File: src/rtl/prm_rd_seq.sv
// Readout sequencer for the edge-result accumulator: walks all 128 words via sel1/sel2,
// streams each captured word on a valid/ready port and keeps a popcount of the whole mask.
module prm_rd_seq #(
  parameter int unsigned WORD_W         = 32,
  parameter int unsigned NUM_BANK       = 8,
  parameter int unsigned WORDS_PER_BANK = 16,
  parameter int unsigned CNT_W          = 13
) (
  input  logic              CLK,
  input  logic              RST_n,
  input  logic              start,
  input  logic              abort,
  output logic [2:0]        sel1,
  output logic [7:0]        sel2,
  input  logic [WORD_W-1:0] result_imp,
  output logic              m_valid,
  input  logic              m_ready,
  output logic [WORD_W-1:0] m_data,
  output logic [6:0]        m_index,
  output logic              m_last,
  output logic              busy,
  output logic              done,
  output logic [CNT_W-1:0]  hit_count
);

  localparam int unsigned LastIdx = NUM_BANK * WORDS_PER_BANK - 1;

  localparam logic [1:0] StIdle = 2'd0;
  localparam logic [1:0] StCapt = 2'd1;
  localparam logic [1:0] StSend = 2'd2;
  localparam logic [1:0] StDone = 2'd3;

  logic [1:0]        state_q, state_d;
  logic [6:0]        idx_q, idx_d;
  logic [WORD_W-1:0] data_q, data_d;
  logic [CNT_W-1:0]  hit_q, hit_d;
  logic [CNT_W-1:0]  pop;
  logic              is_last;

  assign is_last = (idx_q == 7'(LastIdx));

  always_comb begin
    pop = '0;
    for (int i = 0; i < int'(WORD_W); i++) begin
      pop = pop + CNT_W'(data_q[i]);
    end
  end

  always_comb begin
    state_d = state_q;
    idx_d   = idx_q;
    data_d  = data_q;
    hit_d   = hit_q;
    // abort wins over start and over a same-cycle handshake
    if (abort) begin
      state_d = StIdle;
    end else begin
      case (state_q)
        StIdle: begin
          if (start) begin
            idx_d   = '0;
            hit_d   = '0;
            state_d = StCapt;
          end
        end
        StCapt: begin
          data_d  = result_imp;
          state_d = StSend;
        end
        StSend: begin
          if (m_ready) begin
            hit_d = hit_q + pop;
            if (is_last) begin
              state_d = StDone;
            end else begin
              idx_d   = idx_q + 7'd1;
              state_d = StCapt;
            end
          end
        end
        default: state_d = StIdle;
      endcase
    end
  end

  always_ff @(posedge CLK or negedge RST_n) begin
    if (!RST_n) begin
      state_q <= StIdle;
      idx_q   <= '0;
      data_q  <= '0;
      hit_q   <= '0;
    end else begin
      state_q <= state_d;
      idx_q   <= idx_d;
      data_q  <= data_d;
      hit_q   <= hit_d;
    end
  end

  // Selects come straight from the index register so the accumulator mux sees clean edges.
  assign sel1      = idx_q[6:4];
  assign sel2      = {4'b0000, idx_q[3:0]};
  assign m_valid   = (state_q == StSend);
  assign m_data    = data_q;
  assign m_index   = idx_q;
  assign m_last    = m_valid && is_last;
  assign busy      = (state_q != StIdle);
  assign done      = (state_q == StDone);
  assign hit_count = hit_q;

endmodule

File: config.mk
export PLATFORM = sky130hd
export DESIGN_NAME = prm_rd_seq
export DESIGN_NICKNAME = d
export VERILOG_FILES = /design/src/rtl/prm_rd_seq.sv
export SDC_FILE = /design/constraint.sdc
export NUM_CORES = 1
export LEC_CHECK = 0
export CAP_MARGIN = 25
export CORE_ASPECT_RATIO = 1.5
export CORE_UTILIZATION = 51
export DETAILED_ROUTE_END_ITERATION = 12
export PLACE_DENSITY_LB_ADDON = 0.3
export SLEW_MARGIN = 20
export SYNTH_ARGS = -nofsm -noshare
export SYNTH_HDL_FRONTEND = slang
export SYNTH_SLANG_ARGS = --single-unit
export TNS_END_PERCENT = 20
File: constraint.sdc
create_clock -name CLK -period 14.39 [get_ports CLK]
set_clock_uncertainty 0.15 [all_clocks]
set_input_delay 2.878 -clock CLK [delete_from_list [all_inputs] [get_ports CLK]]
set_output_delay 2.878 -clock CLK [all_outputs]
set_load 0.01 [all_outputs]
==> impl_metrics.py <==
metrics = {
    "layout": {
        "nets": 489,
        "mostFrequentLayoutCells": "clkdlybuf4s50_1 (98), dfrtp_1 (54), inv_1 (44)",
        "areaGrowthSynthToFinish_pct": 34.5,
        "drive_gt1_frac": 0.0803,
        "n_fill_cell": 490,
        "antennaDiodeCount": 0,
        "layout.cells.most_common": "clkdlybuf4s50_1",
    },
    "timing": {
        "rsz0062_at_grt": "no",
        "setup_viol": 0,
        "fin_tns_setup_ns": 0,
        "relSlewSlack": 0.527,
        "period_minus_slack_ns": 5.48,
        "worstMarginPinSlew_ns": 0.707,
        "min_period_over_period": 0.381,
        "max_freq_mhz": 183,
        "final-hold-violation-count": 0,
        "slew_viol_final": 0,
    },
    "route": {
        "via_count": 2506,
        "routed_wirelength_microns": 7510,
        "drt_iter0_markers": 106,
        "post_drt_wl_per_cell_microns": 15.5,
        "post-route-drc-count": 0,
        "firstDrtPassIters": 4,
        "viasPerCell": 5.17,
        "ant_nets": 0,
    },
    "yosys": {
        "syn_avg_cell_area_sq_um": 10.5,
        "yosysUniqueCellTypes": 45,
        "synthCells": 317,
        "ys_seq_area_frac": 0.404,
        "yosys_warnings": 0,
        "synth_enable_flop_cells": 0,
        "synth_ff_type": "dfrtp_1",
        "async_flop_share": 1.00,
        "synth_seq_cells": 54,
        "syn_area_sq_um": 3340,
    },
    "critical_path": {
        "cp_max_fo": 3,
        "start_kind": "register",
        "end_kind": "register",
        "path_class": "reg -> reg",
        "cp.required_ns": 14.42,
        "r2r_start": "m_data[0]",
        "reg2regPathDepth": 14,
        "ff2ff_setup_slack_ns": 8.91,
        "r2r-end": "hit_count[8]",
        "cp_data_arrival_time_ns": 5.51,
    },
    "clock_network": {
        "cts_hold_buf": 0,
        "clkSlewWorstSetupHoldPaths_ns": 0.10,
        "cts-buffers-inserted": 5,
        "post_cts_buffers": 0,
        "cts_buffer_depth": 2,
        "clk_latency_ns": 0.31,
        "htreeDepth": 2,
        "post_cts_resized": 0,
        "cts_tree": "yes",
        "cts_num_sinks": 54,
        "cts_root_buf": "clkbuf_8",
    },
    "hold_path": {
        "hold_end": "hit_count[1]",
        "min_path_cells": 2,
        "hp-class": "reg -> reg",
        "min_from": "hit_count[1]",
    },
    "grt": {
        "grt_usage": 0.238,
        "busiest_layer": "met2",
        "grt_max_degree": 55,
        "grt_pass1_vias": 2629,
        "grtUsageMet3": 0.0360,
        "overflow": 0,
        "use_met1": 0.267,
        "grtUsageMet2": 0.452,
        "grt_pass1_wl_microns": 12200,
        "antenna_found_initial": 0,
    },
    "floorplanning": {
        "start_util": 0.537,
        "die_x_microns": 68.1,
        "dieArea_sq_um": 6890,
        "rows": 35,
        "dieHeight_microns": 101,
        "core_area_sq_um": 6220,
        "boundaryPins": 104,
    },
    "place": {
        "post-dp-hpwl_microns": 5820,
        "port-buffer-count": 99,
        "gp_congestion": 0.829,
    },
    "job": {
        "cap_violations": 0,
    },
    "status": {
        "outcome": "finished clean",
    },
}
[cells by family after synthesis]
kind of cell             Yosys count  synth area share
multiplexers                      16            0.0532
XOR/XNOR                           9            0.0236
adder cells (fa/ha/maj)           42             0.216
flip-flops                        54             0.404
buffers and inverters             63            0.0906
AND/OR/NAND/NOR                   78             0.118
AO/OA/AOI/OAI                     54            0.0936
other                              1           0.00112
[state kept, by name (all words and copies together), names as in the netlist]
| name | flops |
|---|---|
| m_data | 32 |
| hit_count | 13 |
| m_index | 7 |
| state_q | 2 |
[stage by stage]
step                      hold WS, ns  utilization  instance area (sq um)  worst slack, ns  std cells
after CTS                       0.388        0.719                   4470             8.87        484
after global placement          0.349        0.696                   4330             9.03        476
final                           0.386        0.723                   4500             8.91        485
after floorplan                 0.378            -                   3350             9.20        320
after detailed placement        0.363        0.696                   4330             8.92        476
after global routing            0.411        0.723                   4500             8.58        485
[worst max-delay path, stage by stage (launching register included)]
cell and delay, ns:
dfrtp_1 0.43, fa_1 0.54, inv_1 0.07, fa_1 0.53, fa_1 0.44, fa_1 0.50
fa_1 0.57, fa_1 0.45, fa_1 0.42, fa_1 0.39, nor2b_1 0.22, o31ai_1 0.13
a211oi_1 0.29, xnor2_1 0.16, nor2_1 0.05
[cell type report]
class / count / area (sq um) / share of cell area
multi-input cells: 203 / 1710 / 0.380
flip-flops and latches: 54 / 1350 / 0.301
repair buffers: 101 / 1020 / 0.227
inverters: 45 / 181 / 0.0404
well taps: 74 / 92.6 / 0.0206
clock buffers: 6 / 82.6 / 0.0184
clock inverters: 2 / 60.1 / 0.0134
[cells in the mapped netlist, drive strengths merged (2+ instances only)]
cell	number	area (sq um)
dfrtp	54	1350
inv	44	165
nand2	39	146
o21ai	28	140
fa	26	521
ha	16	200
buf	14	106
mux2	14	158
a21oi	12	60.1
nor2	11	41.3
xnor2	6	52.6
nand2b	5	31.3
clkbuf	4	15.0
nor2b	4	25.0
o31ai	4	30.0
nand3	3	15.0
or3	3	18.8
xor2	3	26.3
mux2i	2	20.0
nand4	2	27.5
o211ai	2	15.0
[metal layers]
metal  share of wire  up-vias
met3           0.038        7
met1            0.37     1237
li1                -     1200
met4           0.010        0
met5               0        -
met2            0.58       62
[worst max path at each step]
| stage | from | to | slack [ns] |
|---|---|---|---|
| after floorplan | m_data[0] | hit_count[10] | 9.20 |
| after global placement | m_data[0] | hit_count[10] | 9.03 |
| after detailed placement | m_data[0] | hit_count[10] | 8.92 |
| after CTS | m_data[0] | hit_count[10] | 8.87 |
| after global routing | m_data[0] | hit_count[12] | 8.58 |
| final | m_data[0] | hit_count[8] | 8.91 |
Power is not shown: default switching activity piles up to over one toggle a cycle in this logic, so the estimate is an artifact.
